### src/rtl/synth_voice_pkg.sv
// Shared constants, FSM state type and rank-width helper for the voice allocator.
package synth_voice_pkg;

    localparam int NOTE_W = 7;
    localparam int VEL_W  = 7;

    typedef enum logic [1:0] {
        IDLE,
        SCAN,
        COMMIT,
        RELEASE
    } state_t;

    function automatic int rank_w(input int voices);
        return (voices > 2) ? $clog2(voices) : 1;
    endfunction

endpackage

### src/rtl/voice_lru.sv
// Per-voice recency ranks (0 = most recent). A touch moves the voice to the
// front and ages every voice that was more recent than it.
module voice_lru
    import synth_voice_pkg::*;
#(
    parameter int VOICES = 8,
    parameter int RW     = rank_w(VOICES)
) (
    input  logic                      clk,
    input  logic                      rst,
    input  logic                      touch,
    input  logic [RW-1:0]             touch_idx,
    output logic [VOICES-1:0][RW-1:0] rank
);

    logic [RW-1:0] touch_rank;

    assign touch_rank = rank[touch_idx];

    generate
        for (genvar gi = 0; gi < VOICES; gi++) begin : g_slot
            logic [RW-1:0] rank_q;
            logic [RW-1:0] rank_d;

            always_comb begin
                rank_d = rank_q;
                if (touch) begin
                    if (touch_idx == RW'(gi)) begin
                        rank_d = '0;
                    end else if (rank_q < touch_rank) begin
                        rank_d = rank_q + 1'b1;
                    end
                end
            end

            // Voice 0 starts as the oldest so the first notes fill slots in order.
            always_ff @(posedge clk) begin
                if (rst) begin
                    rank_q <= RW'(VOICES - 1 - gi);
                end else begin
                    rank_q <= rank_d;
                end
            end

            assign rank[gi] = rank_q;
        end
    endgenerate

endmodule

### src/rtl/voice_allocator.sv
// Polyphonic voice scheduler: retrigger, LRU free voice, or oldest-voice steal.
// Define VOICE_ALLOC_SUSTAIN_EN to enable sustain-pedal hold/release handling.
module voice_allocator
    import synth_voice_pkg::*;
#(
    parameter int VOICES = 8,
    parameter int NOTE_W = synth_voice_pkg::NOTE_W
) (
    input  logic                         clk,
    input  logic                         rst,
    input  logic                         ev_valid,
    output logic                         ev_ready,
    input  logic                         ev_on,
    input  logic [NOTE_W-1:0]            ev_note,
    input  logic [NOTE_W-1:0]            ev_vel,
    input  logic                         sustain,
    output logic [VOICES-1:0]            voice_gate,
    output logic [VOICES*NOTE_W-1:0]     voice_note,
    output logic [VOICES*NOTE_W-1:0]     voice_vel,
    output logic [VOICES-1:0]            voice_retrig,
    output logic                         stolen,
    output logic [$clog2(VOICES+1)-1:0]  active_cnt
);

    localparam int IW = rank_w(VOICES);
    localparam int CW = $clog2(VOICES + 1);

    state_t                        state_q, state_d;
    logic [IW-1:0]                 scan_k_q, scan_k_d;
    logic                          ev_on_q, ev_on_d;
    logic [NOTE_W-1:0]             ev_note_q, ev_note_d;
    logic [NOTE_W-1:0]             ev_vel_q, ev_vel_d;
    logic                          match_ok_q, match_ok_d;
    logic                          free_ok_q, free_ok_d;
    logic [IW-1:0]                 match_idx_q, match_idx_d;
    logic [IW-1:0]                 free_idx_q, free_idx_d;
    logic [IW-1:0]                 free_rank_q, free_rank_d;
    logic [IW-1:0]                 old_idx_q, old_idx_d;
    logic [IW-1:0]                 old_rank_q, old_rank_d;
    logic [VOICES-1:0]             gate_q, gate_d;
    logic [VOICES-1:0]             held_q, held_d;
    logic [VOICES-1:0]             retrig_q, retrig_d;
    logic [VOICES-1:0][NOTE_W-1:0] note_q, note_d;
    logic [VOICES-1:0][NOTE_W-1:0] vel_q, vel_d;
    logic                          stolen_q, stolen_d;
    logic [CW-1:0]                 active_cnt_q, active_cnt_d;
    logic                          touch;
    logic [IW-1:0]                 touch_idx;
    logic [IW-1:0]                 target;
    logic [VOICES-1:0][IW-1:0]     rank;
    logic                          rel_req;

    voice_lru #(
        .VOICES (VOICES),
        .RW     (IW)
    ) u_lru (
        .clk       (clk),
        .rst       (rst),
        .touch     (touch),
        .touch_idx (touch_idx),
        .rank      (rank)
    );

`ifdef VOICE_ALLOC_SUSTAIN_EN
    logic sus_q;
    logic rel_pend_q, rel_pend_d;

    // A pedal release seen while busy is remembered until the FSM is idle again.
    assign rel_req = rel_pend_q | (sus_q & ~sustain);

    always_comb begin
        rel_pend_d = rel_pend_q;
        if (state_q == IDLE) begin
            rel_pend_d = 1'b0;
        end else if (sus_q & ~sustain) begin
            rel_pend_d = 1'b1;
        end
    end

    always_ff @(posedge clk) begin
        if (rst) begin
            sus_q      <= 1'b0;
            rel_pend_q <= 1'b0;
        end else begin
            sus_q      <= sustain;
            rel_pend_q <= rel_pend_d;
        end
    end
`else
    logic unused_sustain;
    assign unused_sustain = sustain;
    assign rel_req        = 1'b0;
`endif

    always_comb begin
        state_d      = state_q;
        scan_k_d     = scan_k_q;
        ev_on_d      = ev_on_q;
        ev_note_d    = ev_note_q;
        ev_vel_d     = ev_vel_q;
        match_ok_d   = match_ok_q;
        free_ok_d    = free_ok_q;
        match_idx_d  = match_idx_q;
        free_idx_d   = free_idx_q;
        free_rank_d  = free_rank_q;
        old_idx_d    = old_idx_q;
        old_rank_d   = old_rank_q;
        gate_d       = gate_q;
        held_d       = held_q;
        note_d       = note_q;
        vel_d        = vel_q;
        retrig_d     = '0;
        stolen_d     = 1'b0;
        touch        = 1'b0;
        touch_idx    = '0;
        target       = old_idx_q;
        active_cnt_d = '0;

        case (state_q)
            IDLE: begin
                if (rel_req) begin
                    state_d = RELEASE;
                end else if (ev_valid) begin
                    state_d    = SCAN;
                    scan_k_d   = '0;
                    ev_on_d    = ev_on & (ev_vel != '0);
                    ev_note_d  = ev_note;
                    ev_vel_d   = ev_vel;
                    match_ok_d = 1'b0;
                    free_ok_d  = 1'b0;
                end
            end
            SCAN: begin
                if (!match_ok_q && gate_q[scan_k_q] && !held_q[scan_k_q] &&
                    note_q[scan_k_q] == ev_note_q) begin
                    match_ok_d  = 1'b1;
                    match_idx_d = scan_k_q;
                end
                if (!gate_q[scan_k_q] && (!free_ok_q || rank[scan_k_q] > free_rank_q)) begin
                    free_ok_d   = 1'b1;
                    free_idx_d  = scan_k_q;
                    free_rank_d = rank[scan_k_q];
                end
                if (scan_k_q == '0 || rank[scan_k_q] > old_rank_q) begin
                    old_idx_d  = scan_k_q;
                    old_rank_d = rank[scan_k_q];
                end
                scan_k_d = scan_k_q + 1'b1;
                if (scan_k_q == IW'(VOICES - 1)) begin
                    state_d = COMMIT;
                end
            end
            COMMIT: begin
                state_d = IDLE;
                if (ev_on_q) begin
                    if (match_ok_q) begin
                        target = match_idx_q;
                    end else if (free_ok_q) begin
                        target = free_idx_q;
                    end else begin
                        target   = old_idx_q;
                        stolen_d = gate_q[old_idx_q];
                    end
                    gate_d[target]   = 1'b1;
                    held_d[target]   = 1'b0;
                    note_d[target]   = ev_note_q;
                    vel_d[target]    = ev_vel_q;
                    retrig_d[target] = 1'b1;
                    touch            = 1'b1;
                    touch_idx        = target;
                end else if (match_ok_q) begin
`ifdef VOICE_ALLOC_SUSTAIN_EN
                    if (sustain) begin
                        held_d[match_idx_q] = 1'b1;
                    end else begin
                        gate_d[match_idx_q] = 1'b0;
                    end
`else
                    gate_d[match_idx_q] = 1'b0;
`endif
                end
            end
            RELEASE: begin
                state_d = IDLE;
                gate_d  = gate_q & ~held_q;
                held_d  = '0;
            end
            default: state_d = IDLE;
        endcase

        for (int i = 0; i < VOICES; i++) begin
            active_cnt_d = active_cnt_d + CW'(gate_d[i]);
        end
    end

    always_ff @(posedge clk) begin
        if (rst) begin
            state_q      <= IDLE;
            scan_k_q     <= '0;
            ev_on_q      <= 1'b0;
            ev_note_q    <= '0;
            ev_vel_q     <= '0;
            match_ok_q   <= 1'b0;
            free_ok_q    <= 1'b0;
            match_idx_q  <= '0;
            free_idx_q   <= '0;
            free_rank_q  <= '0;
            old_idx_q    <= '0;
            old_rank_q   <= '0;
            gate_q       <= '0;
            held_q       <= '0;
            note_q       <= '0;
            vel_q        <= '0;
            retrig_q     <= '0;
            stolen_q     <= 1'b0;
            active_cnt_q <= '0;
        end else begin
            state_q      <= state_d;
            scan_k_q     <= scan_k_d;
            ev_on_q      <= ev_on_d;
            ev_note_q    <= ev_note_d;
            ev_vel_q     <= ev_vel_d;
            match_ok_q   <= match_ok_d;
            free_ok_q    <= free_ok_d;
            match_idx_q  <= match_idx_d;
            free_idx_q   <= free_idx_d;
            free_rank_q  <= free_rank_d;
            old_idx_q    <= old_idx_d;
            old_rank_q   <= old_rank_d;
            gate_q       <= gate_d;
            held_q       <= held_d;
            note_q       <= note_d;
            vel_q        <= vel_d;
            retrig_q     <= retrig_d;
            stolen_q     <= stolen_d;
            active_cnt_q <= active_cnt_d;
        end
    end

    assign ev_ready     = (state_q == IDLE) & ~rel_req;
    assign voice_gate   = gate_q;
    assign voice_note   = note_q;
    assign voice_vel    = vel_q;
    assign voice_retrig = retrig_q;
    assign stolen       = stolen_q;
    assign active_cnt   = active_cnt_q;

endmodule

### config.mk
export PLATFORM = sky130hd
export DESIGN_NAME = voice_allocator
export DESIGN_NICKNAME = d
export VERILOG_FILES = /design/src/rtl/synth_voice_pkg.sv /design/src/rtl/voice_lru.sv /design/src/rtl/voice_allocator.sv
export SDC_FILE = /design/constraint.sdc
export NUM_CORES = 1
export LEC_CHECK = 0
export BUFFER_PORTS_ARGS = -buffer_cell sky130_fd_sc_hd__buf_2
export CAP_MARGIN = 10
export CELL_PAD_IN_SITES_DETAIL_PLACEMENT = 1
export CELL_PAD_IN_SITES_GLOBAL_PLACEMENT = 2
export CORE_MARGIN = 2
export CORE_UTILIZATION = 37
export DETAILED_ROUTE_END_ITERATION = 6
export PLACE_DENSITY_LB_ADDON = 0.1
export RECOVER_POWER = 25
export SLEW_MARGIN = 0
export SYNTH_ARGS = -nofsm -noshare
export SYNTH_HDL_FRONTEND = slang
export SYNTH_SLANG_ARGS = --single-unit
### constraint.sdc
create_clock -name clk -period 11.75 [get_ports clk]
set_input_delay 1.7625 -clock clk [delete_from_list [all_inputs] [get_ports clk]]
set_output_delay 1.7625 -clock clk [all_outputs]
set_load 0.02 [all_outputs]
======== Word level (Yosys, flattened, before mapping) ========
Cells that the tools add are included.
storage, ports and cells
  memory bits (read-only) ................. 0
  latch bits .............................. 0
  output and inout bits ................... 134
  bits of input ports ..................... 19
  bits in writable memories ............... 0
  memories kept ........................... 0
  word-level logic and storage cells ...... 207
  bits in registers ....................... 202
operators by class
  reduce and logical (&&, ||, !) cells .... 47
  eq/ne operators ......................... 17
  order comparisons ....................... 17
  shift operators ......................... 0
  multipliers ............................. 0
  multiplexer cells ....................... 59
  bitwise operators ....................... 10
  add/subtract/negate cells ............... 16
  div/mod/pow operators ................... 0
operators with widths
  operator                                                                      count
  56-bit bitwise mux                                                            2
  3-bit 2-to-1 mux                                                              25
  8-bit one-hot mux with 2 select lines                                         2
  2-bit AND reduction                                                           16
  3-bit by 1-bit adder with 3-bit output, second input constant                 9
  8-bit bitwise AND                                                             3
  3-bit less-than comparator                                                    8
  8-bit 2-to-1 mux                                                              3
  8-bit NOT                                                                     3
  7-bit binary-select mux with 3-bit select                                     1
  7-bit demux with 3-bit select                                                 1
  3-bit by 4-bit less-than comparator with 1-bit output, second input constant  5
  2-bit nonzero test                                                            10
  3-bit binary-select mux with 3-bit select                                     2
  4-bit by 1-bit adder with 4-bit output                                        4
  3-bit equality test, second input constant                                    5
  7-bit 2-to-1 mux                                                              2
  1-bit 2-to-1 mux                                                              10
  2-bit inequality test, second input constant                                  5
  1-bit binary-select mux with 3-bit select                                     3
  8-bit OR                                                                      1
  7-bit equality test                                                           1
  7-bit nonzero test                                                            1
  1-bit demux with 3-bit select                                                 2
  24 further kinds                                                              42

======== Logic depth before layout (Yosys ltp) ========
  depth after elaboration ................. 18
  depth in mapped cells ................... 17
  mapped depth without buffers ............ 16

======== Cells and area by module ========
From an unflattened synthesis, not the netlist that was laid out.
second synthesis, totals
  cell total of the unflattened synthesis .. 1022
  area, all modules ....................... 9559.2 µm²
modules (own cells, without submodules)
  module           cells an instance  area each (µm²)  times used
  voice_allocator  814                7684.9           1
  voice_lru        208                1874.3           1

======== Worst setup path before layout ========
Ideal clock, no wire load.
  kind .................................... register to register
  start point ............................. reg free_ok_q
  end point ............................... reg active_cnt_q[2] (netlist: active_cnt[2])
  data arrival time ....................... 3.965 ns
  setup time .............................. 0.128 ns
  slack ................................... 7.658 ns
  period minus slack after synthesis ...... 4.092 ns
  stages on the path, launching flop included .. 17
  required time ........................... 11.622 ns
  cells stage by stage .................... dfxtp_1 -> buf_6 -> mux2_4 -> o21ai_1 -> and3_1 -> buf_2 -> o21ai_0 -> fa_1 -> inv_1 -> fa_1 -> inv_1 -> fa_1 -> inv_1 -> ha_1 -> fa_1 -> xnor2_1 -> nor2_1
on the way
  longest elaborated chain between the ends .. 18
RTL lines
  what                                                                                                                                           line                    text
  start: declaration                                                                                                                             voice_allocator.sv:34   logic free_ok_q, free_ok_d;
  start signal: assignment                                                                                                                       voice_allocator.sv:224  free_ok_q <= free_ok_d;
  3-bit 2-to-1 mux *                                                                                                                             voice_allocator.sv:158  end else if (free_ok_q) begin
  3-bit 2-to-1 mux *                                                                                                                             voice_allocator.sv:156  if (match_ok_q) begin
  3-bit 2-to-1 mux *                                                                                                                             voice_allocator.sv:155  if (ev_on_q) begin
  3-bit 2-to-1 mux *                                                                                                                             voice_allocator.sv:119  case (state_q)
  3-bit by 4-bit less-than comparator with 1-bit output (not written as such) or 3-bit by 1-bit >= comparator with 1-bit output (tied branches)  voice_allocator.sv:164  gate_d[target] = 1'b1;
  1-bit logical AND (not written as such)                                                                                                        voice_allocator.sv:164
  1-bit 2-to-1 mux (not written as such)                                                                                                         voice_allocator.sv:164
  1-bit demux with 3-bit select *                                                                                                                voice_allocator.sv:164
  8-bit OR (no source line) *                                                                                                                    -
  8-bit 2-to-1 mux *                                                                                                                             voice_allocator.sv:155
  8-bit one-hot mux with 2 select lines *                                                                                                        voice_allocator.sv:119
  1-bit by 1-bit adder with 2-bit output                                                                                                         voice_allocator.sv:192  active_cnt_d = active_cnt_d + CW'(gate_d[i]);
  2-bit by 1-bit adder with 3-bit output                                                                                                         voice_allocator.sv:192
  3-bit by 1-bit adder with 4-bit output                                                                                                         voice_allocator.sv:192
  4-bit by 1-bit adder with 4-bit output (3 in series)                                                                                           voice_allocator.sv:192
  4-bit by 1-bit adder with 4-bit output *                                                                                                       voice_allocator.sv:192
  end signal: assignment                                                                                                                         voice_allocator.sv:236  active_cnt_q <= active_cnt_d;
  end: declaration                                                                                                                               voice_allocator.sv:46   logic [CW-1:0] active_cnt_q, active_cnt_d;
Every way passes the cells marked *; elsewhere a longest branch is shown, timed or not. The select of a mux whose other input is x is not followed.
A chain may end at the register's enable or synchronous reset.

==> run metrics <==
Met2 Wirelength=15500 µm; effective utilization at floorplan=37.5%; largest stage delay on the critical path=2.57 ns; CTS Buffer Depth=3; EDFF count, synth=0; grt ovf=0; crit-path max FO=74; slowest stage cell on the critical path=clkbuf_1; initial antenna violation count=1; data arrival time of the critical path=6.33 ns; ordered cell list for the critical path=clkbuf_1 > clkbuf_1 > nor2_1 > nand3_1 > clkinv_1 > a21oi_1 > nor2_1; wire length of the first global-routing pass=49800 µm; main flop type after synthesis=dfxtp_1; Top Ports=153; Post-Layout Cell Count=1527; Async SR Flop Fraction=0%; via count=8202; number of instances in the synthesized netlist=1064; drt first pass iters=4; post-synthesis cell type count=71; overall routing resource usage=24.3%; post-route antenna net violation count=0; Yosys reg bits=202; proportion of layout cells with a drive suffix above 1=17.1%; CTS tree=yes; Die H=163 µm; most common cell after layout, fill and taps aside=nand2_1; drc violations=0; drt wl/cell=21.2 µm; share of the synthesized area in the top cell type=43.1%; Post-Place Cells=1484; signed area change from the synthesized netlist to the final layout=17.2%; area of the core=25000 µm²; Die ar.=26700 µm²; number of hold violations in the final report=0; leakage dissipation=0.00438 µW; uppermost layer routed=met4; data required time of the critical path=12.17 ns; vias in the first global route=8348; startpoint types=input pin; nature of the critical path endpoint=register; start-to-end type of the worst setup path=input pin to register; synthesized cell area=9390 µm²; Total Wirelength=32400 µm; measured slew at the worst slew-check pin=3.59 ns; clock edge transition at the registers on the reported setup and hold paths=0.06 ns; CTS sink cnt=202; number of buffers added for setup after CTS=0; sum of negative setup slack=0 ns; post_cts resized=0; total power of the final layout=1470 µW; Root Buffer Master=clkbuf_16; CTS buffer count=24; max-capacitance violation count=2; result of the run=finished with violations; leading cell types in the layout, fill and taps excluded=nand2_1 (243), dfxtp_1 (201), a21oi_1 (133); count of final setup violators=0; global placement routability congestion=0.801; shortest period the worst path allows=5.90 ns; detailed placement HPWL=22000 µm; failing checks=max-capacitance violations, max-slew violations; final max-slew violation count=144; Hold/Removal Path Class=register to register; Max rail drop VDD=0.0808 mV; width of the chip=163 µm; sequential share of the synthesized area=43.1%; Yosys top cell by area=dfxtp_1; Post-CTS Hold Fix Bufs=0; final worst path period share=50.2%; worst clock skew=0.00927 ns; setup repair after global routing missed its margin=no; number of nets in the layout=1240; CTS HTree Levels=1; number of port buffers=151; post-route met1 wirelength=14000 µm; met3 routed wirelength=2030 µm; maximum number of pins on one net before global-route repair=75; top cells by area, synth=dfxtp_1 (43%), nand2_1 (9.7%), a21oi_1 (7.1%); average instance area after synthesis=8.82 µm²; Mapped Nets=1123; highest clock rate=0.169 GHz; power density over the cells=134 nW/µm²; Rows=58; routed via count divided by cell count=5.37; Iter 0 DRT Violations=367; worst skew pair latency=0.54 ns; count of warnings emitted by yosys=0; headroom to the max-slew limit=-139%
## synthesized netlist by cell type (4+ instances only)
master	number
inv_1	22
nand4_1	7
a22o_1	14
nand2_1	243
a211oi_1	11
a31oi_1	5
a21o_1	8
xnor2_1	12
clkbuf_1	51
nand3b_1	6
nor4_1	10
mux2_2	4
mux2i_1	26
dfxtp_1	202
nor3_1	16
nor2_1	60
mux4_2	26
nor3_2	4
o21ai_1	6
o21ai_0	16
or2_2	7
ha_1	36
buf_2	21
nand3_1	19
fa_1	4
o21a_1	4
nand2b_1	4
and3_1	16
o211ai_1	9
nor2b_1	5
a21oi_1	133
## critical path, delay by kind of cell
family	cells	cell delay (ns)
buffers and inverters	3	3.67
AND/OR/NAND/NOR	3	0.64
AO/OA/AOI/OAI	1	0.24
## cell type report
cell class	count	area (µm²)
inverters	24	90.1
fillers	2987	14000
flip-flops and latches	202	4050
multi-input cells	760	4910
clock buffers	36	676
diodes	1	2.50
well taps	330	413
repair buffers	169	817
clock inverters	5	52.6
## cell families after synthesis
logic type | share of synthesized area [%]
and+or+nand+nor | 19.6
AOI/OAI and AO/OA | 15.7
DFF | 43.1
buffers and inverters | 4.64
muxes | 10.1
adders and majority gates | 5.65
xor gates and xnor gates | 1.31
## state kept, by name (all words and copies together) (netlist names)
| name | flops |
|---|---|
| free_idx_q | 3 |
| ev_vel_q | 7 |
| stolen | 1 |
| old_idx_q | 3 |
| voice_vel | 56 |
| ev_note_q | 7 |
| match_idx_q | 3 |
| held_q | 8 |
| scan_k_q | 3 |
| voice_gate | 8 |
| voice_retrig | 8 |
| ev_on_q | 1 |
| free_rank_q | 3 |
| state_q | 2 |
| u_lru.g_slot.rank_q | 24 |
| match_ok_q | 1 |
| active_cnt | 4 |
| voice_note | 56 |
| free_ok_q | 1 |
| old_rank_q | 3 |
## through the flow
stage / area (µm²) / hold WS, ns / setup slack, ns / util (%)
final: 11000 / 0.455 / 5.85 / 44.0
after detailed placement: 10400 / 0.447 / 6.97 / 41.4
after CTS: 11100 / 0.455 / 6.97 / 44.3
after global routing: 11000 / 0.476 / 5.39 / 43.9
after global placement: 10400 / 0.439 / 7.02 / 41.4
after floorplan: 9390 / 0.443 / 7.66 / -
## power breakdown
part           switching (µW)  total [µW]  internal, µW
logic                    43.7        66.7          23.0
clock network             303         701           398
registers                13.8         705           692
## final timing paths
check,from,end,slack (ns),cells past startpoint
setup / recovery,rst,voice_vel[12],5.85,7
hold / removal,voice_vel[52],voice_vel[52],0.46,2
setup reg to reg,state_q[1],active_cnt[2],6.10,15
hold reg to reg,voice_vel[52],voice_vel[52],0.46,2
## metal layers
layer,GRT usage (%),vias up
li1,-,3944
met1,31.2,4033
met2,41.3,184
met3,5.56,41
met4,6.56,0
met5,0,-
(Power assumes the default switching activity.)
